===== config.mk =====
export PLATFORM = sky130hd
export DESIGN_NAME = if_id_queue
export DESIGN_NICKNAME = d
export VERILOG_FILES = /design/src/rtl/if_id_queue_pkg.sv /design/src/rtl/if_id_queue_sync_fifo.sv /design/src/rtl/if_id_queue.sv
export SDC_FILE = /design/constraint.sdc
export NUM_CORES = 1
export LEC_CHECK = 0
export BUFFER_PORTS_ARGS = -buffer_cell sky130_fd_sc_hd__buf_4
export CAP_MARGIN = 10
export CORE_MARGIN = 3
export CORE_UTILIZATION = 53
export CTS_BUF_LIST = sky130_fd_sc_hd__clkbuf_4
export DETAILED_ROUTE_END_ITERATION = 7
export GPL_TIMING_DRIVEN = 0
export PLACE_DENSITY = 0.87
export SYNTH_ARGS = -nofsm -noshare
export SYNTH_HDL_FRONTEND = slang
export SYNTH_SLANG_ARGS = --single-unit

===== constraint.sdc =====
create_clock -name clk -period 12.8 [get_ports clk]
set_input_delay 2.56 -clock clk [delete_from_list [all_inputs] [get_ports clk]]
set_output_delay 2.56 -clock clk [all_outputs]
set_load 0.01 [all_outputs]

===== src/rtl/if_id_queue_pkg.sv =====
// Shared instruction-format definitions for the fetch/decode boundary.
// Field slices live here once so the decoder and the immediate extender agree.
package if_id_queue_pkg;

  localparam logic [31:0] NOP_INSTR_DEF = 32'h0000_0013;

  localparam int OPC_LSB = 0;
  localparam int OPC_MSB = 6;
  localparam int RD_LSB  = 7;
  localparam int RD_MSB  = 11;
  localparam int F3_LSB  = 12;
  localparam int F3_MSB  = 14;
  localparam int RS1_LSB = 15;
  localparam int RS1_MSB = 19;
  localparam int RS2_LSB = 20;
  localparam int RS2_MSB = 24;
  localparam int F7_LSB  = 25;
  localparam int F7_MSB  = 31;

  function automatic logic [6:0] f_opcode(input logic [31:0] i);
    return i[OPC_MSB:OPC_LSB];
  endfunction
  function automatic logic [4:0] f_rd(input logic [31:0] i);
    return i[RD_MSB:RD_LSB];
  endfunction
  function automatic logic [2:0] f_funct3(input logic [31:0] i);
    return i[F3_MSB:F3_LSB];
  endfunction
  function automatic logic [4:0] f_rs1(input logic [31:0] i);
    return i[RS1_MSB:RS1_LSB];
  endfunction
  function automatic logic [4:0] f_rs2(input logic [31:0] i);
    return i[RS2_MSB:RS2_LSB];
  endfunction
  function automatic logic [6:0] f_funct7(input logic [31:0] i);
    return i[F7_MSB:F7_LSB];
  endfunction

  // Raw immediate fields; sign extension is left to the extender.
  function automatic logic [11:0] f_iimm(input logic [31:0] i);
    return i[31:20];
  endfunction
  function automatic logic [11:0] f_simm(input logic [31:0] i);
    return {i[31:25], i[11:7]};
  endfunction
  function automatic logic [11:0] f_bimm(input logic [31:0] i);
    return {i[31], i[7], i[30:25], i[11:8]};
  endfunction
  function automatic logic [19:0] f_uimm(input logic [31:0] i);
    return i[31:12];
  endfunction
  function automatic logic [19:0] f_jimm(input logic [31:0] i);
    return {i[31], i[19:12], i[20], i[30:21]};
  endfunction

endpackage


===== src/rtl/if_id_queue_sync_fifo.sv =====
// Generic circular-buffer FIFO with push/pop/flush; head is read combinationally.
module sync_fifo #(
  parameter int DEPTH = 2,
  parameter int W     = 8
) (
  input  logic                     clk,
  input  logic                     rstn,
  input  logic                     push,
  input  logic                     pop,
  input  logic                     flush,
  input  logic [W-1:0]             wdata,
  output logic [W-1:0]             rdata,
  output logic [$clog2(DEPTH):0]   count,
  output logic                     full,
  output logic                     empty
);
  localparam int AW = $clog2(DEPTH);

  logic [AW-1:0] wr_ptr_q, wr_ptr_d, rd_ptr_q, rd_ptr_d;
  logic [AW:0]   count_q, count_d;
  logic [W-1:0]  mem_q [DEPTH];

  always_comb begin
    wr_ptr_d = wr_ptr_q;
    rd_ptr_d = rd_ptr_q;
    count_d  = count_q;
    if (flush) begin
      // Redirect: drop everything, read side catches up to write side.
      count_d  = '0;
      rd_ptr_d = wr_ptr_q;
    end else begin
      if (push) wr_ptr_d = wr_ptr_q + 1'b1;
      if (pop)  rd_ptr_d = rd_ptr_q + 1'b1;
      case ({push, pop})
        2'b10:   count_d = count_q + 1'b1;
        2'b01:   count_d = count_q - 1'b1;
        default: count_d = count_q;
      endcase
    end
  end

  always_ff @(posedge clk) begin
    if (!rstn) begin
      wr_ptr_q <= '0;
      rd_ptr_q <= '0;
      count_q  <= '0;
    end else begin
      wr_ptr_q <= wr_ptr_d;
      rd_ptr_q <= rd_ptr_d;
      count_q  <= count_d;
    end
  end

  always_ff @(posedge clk) begin
    if (rstn && push && !flush) mem_q[wr_ptr_q] <= wdata;
  end

  assign rdata = mem_q[rd_ptr_q];
  assign count = count_q;
  assign full  = (count_q == (AW+1)'(DEPTH));
  assign empty = (count_q == '0);

  a_count_range: assert property (@(posedge clk) disable iff (!rstn)
    count_q <= (AW+1)'(DEPTH));
  a_no_underflow: assert property (@(posedge clk) disable iff (!rstn)
    !(pop && !flush && empty));
  a_no_overflow: assert property (@(posedge clk) disable iff (!rstn)
    !(push && !flush && !pop && full));

endmodule


===== src/rtl/if_id_queue.sv =====
// Fetch-to-decode decoupling queue: FIFO of {pc, instr} with NOP substitution
// when empty and pre-sliced instruction fields for the decoder.
module if_id_queue
  import if_id_queue_pkg::*;
#(
  parameter int          DEPTH     = 2,
  parameter int          PC_W      = 32,
  parameter logic [31:0] NOP_INSTR = NOP_INSTR_DEF
) (
  input  logic            clk,
  input  logic            rstn,
  input  logic            if_valid,
  input  logic [PC_W-1:0] if_pc,
  input  logic [31:0]     if_instr,
  output logic            if_ready,
  input  logic            flush,
  input  logic            id_ready,
  output logic            id_valid,
  output logic [PC_W-1:0] id_pc,
  output logic [31:0]     id_instr,
  output logic [6:0]      opcode,
  output logic [4:0]      rd,
  output logic [2:0]      funct3,
  output logic [4:0]      rs1,
  output logic [4:0]      rs2,
  output logic [6:0]      funct7,
  output logic [4:0]      iimm_shamt,
  output logic [11:0]     iimm,
  output logic [11:0]     simm,
  output logic [11:0]     bimm,
  output logic [19:0]     uimm,
  output logic [19:0]     jimm
);
  logic                   push, pop, full, empty;
  logic [PC_W+31:0]       head;
  logic [$clog2(DEPTH):0] count;

  // Ready depends on registered occupancy only, so no path from id_ready.
  assign if_ready = !full;
  assign id_valid = !empty;
  assign push     = if_valid && if_ready && !flush;
  assign pop      = id_valid && id_ready && !flush;

  sync_fifo #(.DEPTH(DEPTH), .W(PC_W+32)) u_fifo (
    .clk   (clk),
    .rstn  (rstn),
    .push  (push),
    .pop   (pop),
    .flush (flush),
    .wdata ({if_pc, if_instr}),
    .rdata (head),
    .count (count),
    .full  (full),
    .empty (empty)
  );

  assign id_pc    = id_valid ? head[PC_W+31:32] : '0;
  assign id_instr = id_valid ? head[31:0]       : NOP_INSTR;

  assign opcode     = f_opcode(id_instr);
  assign rd         = f_rd(id_instr);
  assign funct3     = f_funct3(id_instr);
  assign rs1        = f_rs1(id_instr);
  assign rs2        = f_rs2(id_instr);
  assign funct7     = f_funct7(id_instr);
  assign iimm_shamt = f_rs2(id_instr);
  assign iimm       = f_iimm(id_instr);
  assign simm       = f_simm(id_instr);
  assign bimm       = f_bimm(id_instr);
  assign uimm       = f_uimm(id_instr);
  assign jimm       = f_jimm(id_instr);

  a_hold_stable: assert property (@(posedge clk) disable iff (!rstn)
    (id_valid && !id_ready && !flush) |=> (id_valid && $stable(id_pc) && $stable(id_instr)));
  a_count_le_depth: assert property (@(posedge clk) disable iff (!rstn)
    count <= ($clog2(DEPTH)+1)'(DEPTH));

endmodule


==> results of run 1 <==
==> final cells by class <==
| class | count | share of cell area [%] |
|---|---|---|
| flip-flops and latches | 133 | 47.9 |
| repair buffers | 249 | 23.0 |
| multi-input cells | 150 | 12.5 |
| plain buffers | 126 | 11.3 |
| well taps | 136 | 2.06 |
| clock buffers | 20 | 1.82 |
| clock inverters | 12 | 1.32 |
| inverters | 3 | 0.137 |
==> cells in the final DEF, fill, tap and decap left out, types with 3 or more instances in the layout <==
cell type / instances
buf_4: 366
nand2_1: 3
clkinv_4: 4
a21oi_1: 3
mux2i_1: 64
edfxtp_1: 128
buf_2: 7
inv_1: 3
nor2_1: 64
clkbuf_4: 20
o21ai_0: 3
clkinvlp_4: 4
dfxtp_1: 5
==> per-stage QoR <==
step                hold WS, ns  setup WS [ns]  cells
floorplan                 0.462           6.86    412
global placement          0.473           5.46    795
detailed placement        0.520           8.27    797
CTS                       0.535           7.86    829
global route              0.589           7.75    829
finish                    0.532           7.94    829
==> worst min-delay path by stage <==
| stage | start | end | slack, ns |
|---|---|---|---|
| 4_1_cts | u_fifo.count[1]$_SDFFE_PP0P_ | u_fifo.count[1]$_SDFFE_PP0P_ | 0.54 |
| 3_5_place_dp | u_fifo.count[1]$_SDFFE_PP0P_ | u_fifo.count[1]$_SDFFE_PP0P_ | 0.52 |
| 6_report | u_fifo.count[1]$_SDFFE_PP0P_ | u_fifo.count[1]$_SDFFE_PP0P_ | 0.53 |
| 2_1_floorplan | u_fifo.wr_ptr_q$_SDFFE_PN0P_ | u_fifo.wr_ptr_q$_SDFFE_PN0P_ | 0.46 |
| 5_1_grt | u_fifo.count[1]$_SDFFE_PP0P_ | u_fifo.count[1]$_SDFFE_PP0P_ | 0.59 |
| 3_3_place_gp | u_fifo.wr_ptr_q$_SDFFE_PN0P_ | u_fifo.wr_ptr_q$_SDFFE_PN0P_ | 0.47 |
==> kinds of logic after synthesis <==
logic type	share of synthesized area, %
AOI/OAI and AO/OA	0.657
xor gates and xnor gates	0.445
adders and majority gates	0.212
buffers and inverters	15.9
DFF	66.8
muxes	10.9
and+or+nand+nor	5.09
==> power by group through the flow <==
| stage | registers (mW) | logic (mW) | clock network [mW] |
|---|---|---|---|
| after floorplan | 0.499 | 0.0552 | 0 |
| after global placement | 0.500 | 0.105 | 0 |
| after detailed placement | 0.499 | 0.110 | 0 |
| after CTS | 0.489 | 0.111 | 0.257 |
| after global routing | 0.490 | 0.118 | 0.282 |
| final | 0.489 | 0.109 | 0.249 |
==> worst max-delay path: cells and delay by family, from the launching register on <==
family / cells / cell delay (ns)
buffers and inverters: 3 / 0.67
AND/OR/NAND/NOR: 2 / 0.76
flip-flops: 1 / 0.37
==> layer usage <==
| metal | track usage [%] | up-vias | wire length (µm) |
|---|---|---|---|
| li1 | - | 1866 | - |
| met1 | 22.5 | 1827 | 4930 |
| met2 | 39.8 | 163 | 7400 |
| met3 | 6.68 | 23 | 901 |
| met4 | 7.46 | 0 | 227 |
| met5 | 0 | - | 0 |
==> registers in the layout (all words and copies together), names as in the netlist, named ones only <==
| register | flops |
|---|---|
| u_fifo.wr_ptr_q | 1 |
| u_fifo.rd_ptr_q | 1 |
| u_fifo.mem_q | 128 |
| u_fifo.count | 2 |
==> flow_summary.json, run 1 <==
{
  "outcome": "finished, final reports clean",
  "io_pins": 248,
  "cts_resized": 0,
  "slowest_delay_ns": 0.58,
  "slew-limit-headroom_pct": 34.7,
  "cts.sinks": 133,
  "p_per_area_nw_per_um2": 103,
  "endpoint": "simm[10]",
  "synth_async_sr_flop_share_pct": 0,
  "cp-startpoint": "u_fifo.count[0]$_SDFFE_PP0P_",
  "worst_slew_pin_slew_ns": 0.978,
  "synth_most_common_cell": "edfxtp_1",
  "path_cells": "nor2_1 -> buf_2 -> nor2_1 -> buf_4 -> buf_4",
  "synth_ff_type": "edfxtp_1",
  "synth.distinct_cells": 19,
  "seqPwrFrac_pct": 57.7,
  "rsz0062_at_grt": "no",
  "fill_cells": 599,
  "drc": 0,
  "antenna_found_initial": 0,
  "leakage_nw": 3.65,
  "pwr-share-clk_pct": 29.4,
  "r2r_slack_ns": 10.41,
  "timing.fmax_ghz": 0.206,
  "h-tree-depth": 4,
  "fin_tns_setup_ns": 0,
  "cts-root-buf": "clkbuf_4",
  "cts_inserted_buffers": 17,
  "avgSynthCellArea_um2": 14.3,
  "firstDrtPassIters": 4,
  "crit_slowest_cell": "nor2_1",
  "r2r-start": "u_fifo.count[0]$_SDFFE_PP0P_",
  "ys_top_cells_by_area": "edfxtp_1 (65%), buf_4 (15%), mux2i_1 (11%), nor2_1 (4.2%), dfxtp_1 (1.7%)",
  "yosys-top-cells-count": "edfxtp_1 (128), buf_4 (119), nor2_1 (66)",
  "yosys_warnings": 0,
  "ant_nets": 0,
  "clk_pin_slew_ns": 0.10,
  "grt_pass1_wl_mm": 20.7,
  "r2r_cells": 4,
  "post_cts_buffers": 0,
  "synth.top_cell.area_share_pct": 65.1,
  "syn_inst": 412,
  "areaGrowthSynthToFinish_pct": 39.6,
  "cts_hold_buf": 0,
  "fin_nets": 750,
  "yosys.area.top_type": "edfxtp_1",
  "cp-end-kind": "primary output",
  "vias": 3879,
  "drt_iter0_markers": 284,
  "maxCapViolCount": 0,
  "finalCriticalPeriod_ns": 4.86,
  "skew_ns": 0.0118,
  "finish.utilization_pct": 78.1,
  "vdd_drop_max_mv": 0.0802,
  "p_sw_mw": 0.200,
  "place_congestion": 0.842,
  "power_frac_comb_pct": 12.9,
  "cts.path.max_buffers": 2,
  "die_w_um": 112,
  "num_rows": 37,
  "synth_edf_count": 128,
  "dp_hpwl_mm": 10.1,
  "swShare_pct": 23.5,
  "fin_area_um2": 8240,
  "wl_per_cell_um": 16.2,
  "initial_core_util_pct": 55.9,
  "placed_cell_area_um2": 7980,
  "register_area_um2": 3940,
  "power_mw": 0.848,
  "period_share_pct": 37.9,
  "setup_viol": 0,
  "hp-class": "flop to flop",
  "cp.required_ns": 10.24,
  "path_class": "flop to primary output",
  "multi_input_area_um2": 1030,
  "yosysSeqAreaShare_pct": 66.8,
  "maxSlewViolCount": 0,
  "avgViaCountPerCell": 4.68,
  "grt_usage_pct": 21.3,
  "coreArea_um2": 10600,
  "fp.dieH_um": 112,
  "die-area_um2": 12400,
  "critPathLaunchType": "flop",
  "hold_violations": 0,
  "drive_above_1_share_pct": 58.9,
  "routed_wl_mm": 13.5,
  "cts_tree": "done",
  "insertion_delay_ns": 0.50,
  "grt_max_degree": 34,
  "num_antenna_cells": 0,
  "ys_seq_elements": 133,
  "grt-ovfl-total": 0,
  "grt_pass1_vias": 4032,
  "p_int_mw": 0.649,
  "reg2reg_to": "u_fifo.mem_q[1][53]$_DFFE_PP_",
  "io_buffers": 247,
  "arrival_ns": 2.30,
  "worstPathMaxFanout": 10,
  "min_path_cells": 2,
  "synth_nets": 482,
  "netlist_area_um2": 5900
}
No activity file was read; power rests on OpenSTA's default activity.
==> run 2, diff against run 1 <==
--- a/config.mk
+++ b/config.mk
@@ -8,11 +8,11 @@
 export BUFFER_PORTS_ARGS = -buffer_cell sky130_fd_sc_hd__buf_4
 export CAP_MARGIN = 10
 export CORE_MARGIN = 3
-export CORE_UTILIZATION = 53
+export CORE_UTILIZATION = 50
 export CTS_BUF_LIST = sky130_fd_sc_hd__clkbuf_4
 export DETAILED_ROUTE_END_ITERATION = 7
 export GPL_TIMING_DRIVEN = 0
-export PLACE_DENSITY = 0.87
+export PLACE_DENSITY = 0.83
 export SYNTH_ARGS = -nofsm -noshare
 export SYNTH_HDL_FRONTEND = slang
 export SYNTH_SLANG_ARGS = --single-unit
==> constraint.sdc (replaced) <==
create_clock -name clk -period 4.95 [get_ports clk]
set_input_delay 0.99 -clock clk [delete_from_list [all_inputs] [get_ports clk]]
set_output_delay 0.99 -clock clk [all_outputs]
set_load 0.01 [all_outputs]
==> run 2 against run 1 <==
Against the previous run: via count rose by 0.77%; highest routed layer unchanged; critical path depth did not move; largest cell class unchanged; die area rose by 5.7%.
==> flow_summary.json, run 2 (synthesis results as in run 1) <==
{
  "worstPathMaxFanout": 10,
  "leakage_nw": 3.67,
  "cp.required_ns": 3.96,
  "insertion_delay_ns": 0.50,
  "fin_nets": 752,
  "grt-ovfl-total": 0,
  "routed_wl_mm": 13.0,
  "vdd_drop_max_mv": 0.222,
  "io_buffers": 247,
  "wl_per_cell_um": 15.5,
  "cts-root-buf": "clkbuf_4",
  "place_congestion": 0.777,
  "h-tree-depth": 4,
  "fill_cells": 768,
  "cts_tree": "done",
  "slew-limit-headroom_pct": 50.0,
  "fin_cells": 838,
  "dp.cells": 806,
  "io_pins": 248,
  "finish.utilization_pct": 72.4,
  "maxCapViolCount": 0,
  "cts_inserted_buffers": 17,
  "drt_iter0_markers": 213,
  "die-area_um2": 13100,
  "hp-class": "flop to flop",
  "areaGrowthSynthToFinish_pct": 40.6,
  "cts.path.max_buffers": 2,
  "num_rows": 39,
  "drc": 0,
  "post_cts_buffers": 0,
  "clk_pin_slew_ns": 0.12,
  "hold_violations": 0,
  "fp.dieH_um": 115,
  "grt_max_degree": 29,
  "top_register": "u_fifo.mem_q",
  "arrival_ns": 2.29,
  "avgViaCountPerCell": 4.66,
  "largest_reg_flops": 128,
  "place_ws_ns": 2.15,
  "outcome": "finished, final reports clean",
  "antenna_found_initial": 0,
  "finalCriticalPeriod_ns": 3.28,
  "coreArea_um2": 11500,
  "cts.sinks": 133,
  "timing.fmax_ghz": 0.305,
  "layout_common_cells": "buf_4 (366), edfxtp_1 (128), nor2_1 (64), mux2i_1 (64), clkbuf_4 (18)",
  "skew_ns": 0.0119,
  "initial_core_util_pct": 51.5,
  "grt_usage_pct": 19.6,
  "grt_pass1_vias": 3888,
  "maxSlewViolCount": 0,
  "cp-end-kind": "primary output",
  "reg_top3": "u_fifo.mem_q: 128 flops, u_fifo.count: 2 flops",
  "die_w_um": 115,
  "p_per_area_nw_per_um2": 266,
  "rsz0062_at_grt": "no",
  "setup_viol": 0,
  "num_antenna_cells": 0,
  "grt_pass1_wl_mm": 19.7,
  "layout_setup_ws_ns": 1.67,
  "drive_above_1_share_pct": 59.1,
  "dp_hpwl_mm": 9.67,
  "firstDrtPassIters": 7,
  "cts_resized": 0,
  "final_common_cell": "buf_4",
  "period_share_pct": 66.2,
  "critPathLaunchType": "flop",
  "vias": 3909,
  "worst_slew_pin_slew_ns": 0.748,
  "ant_nets": 0,
  "path_class": "flop to primary output",
  "cts_hold_buf": 0
}
[run 2: changes by cell type in the layout (fill, tap and decap cells not counted), sizes merged]
cell / delta
buf: +2
clkbuf: -2
inv: +2
[run 2: through the flow]
| step | instance area (µm²) | hold WS, ns | total power [mW] | TNS, ns |
|---|---|---|---|---|
| floorplan | 5900 | 0.462 | 1.43 | 0 |
| global placement | 7940 | 0.472 | 1.57 | -113.54 |
| detailed placement | 8030 | 0.516 | 1.58 | 0 |
| CTS | 8300 | 0.533 | 2.23 | 0 |
| global route | 8300 | 0.576 | 2.31 | 0 |
| finish | 8300 | 0.529 | 2.21 | 0 |
[run 2: layout make-up]
| type | count | area [µm²] | area share [%] |
|---|---|---|---|
| tap | 143 | 179 | 2.16 |
| sequential | 133 | 3940 | 47.5 |
| inverter | 3 | 11.3 | 0.136 |
| clock buffer | 18 | 135 | 1.63 |
| multi-input combinational | 150 | 1030 | 12.5 |
| clock inverter | 14 | 131 | 1.58 |
| timing repair buffer | 251 | 1930 | 23.3 |
| buffer | 126 | 928 | 11.2 |
[run 2: path summary, 6_finish.rpt]
path                                      from                             to  slack (ns)  depth (start not counted)
setup reg to reg  u_fifo.count[0]$_SDFFE_PP0P_  u_fifo.mem_q[0][52]$_DFFE_PP_        3.02                          4
hold reg to reg   u_fifo.count[1]$_SDFFE_PP0P_   u_fifo.count[1]$_SDFFE_PP0P_        0.53                          2
hold / removal    u_fifo.count[1]$_SDFFE_PP0P_   u_fifo.count[1]$_SDFFE_PP0P_        0.53                          2
setup / recovery  u_fifo.count[0]$_SDFFE_PP0P_                        iimm[7]        1.67                          5
[run 2: metal layers]
metal | routed length (µm) | up-vias | track usage (%)
met5 | 0 | - | 0
met4 | 217 | 0 | 7.36
met3 | 1100 | 23 | 5.76
met2 | 7080 | 172 | 34.8
met1 | 4590 | 1840 | 22.2
li1 | - | 1874 | -
[run 2: power breakdown]
part / internal [mW] / total [mW] / switching (mW) / leakage (nW)
sequential: 1.26 / 1.27 / 0.00677 / 1.20
clock: 0.259 / 0.662 / 0.403 / 0.135
combinational: 0.156 / 0.283 / 0.127 / 2.34
total: 1.67 / 2.21 / 0.537 / 3.67
[run 2: critical path, cell delays in order (launching register included)]
cell,delay [ns]
dfxtp_1,0.37
nor2_1,0.59
buf_2,0.35
nor2_1,0.17
buf_4,0.17
buf_4,0.13
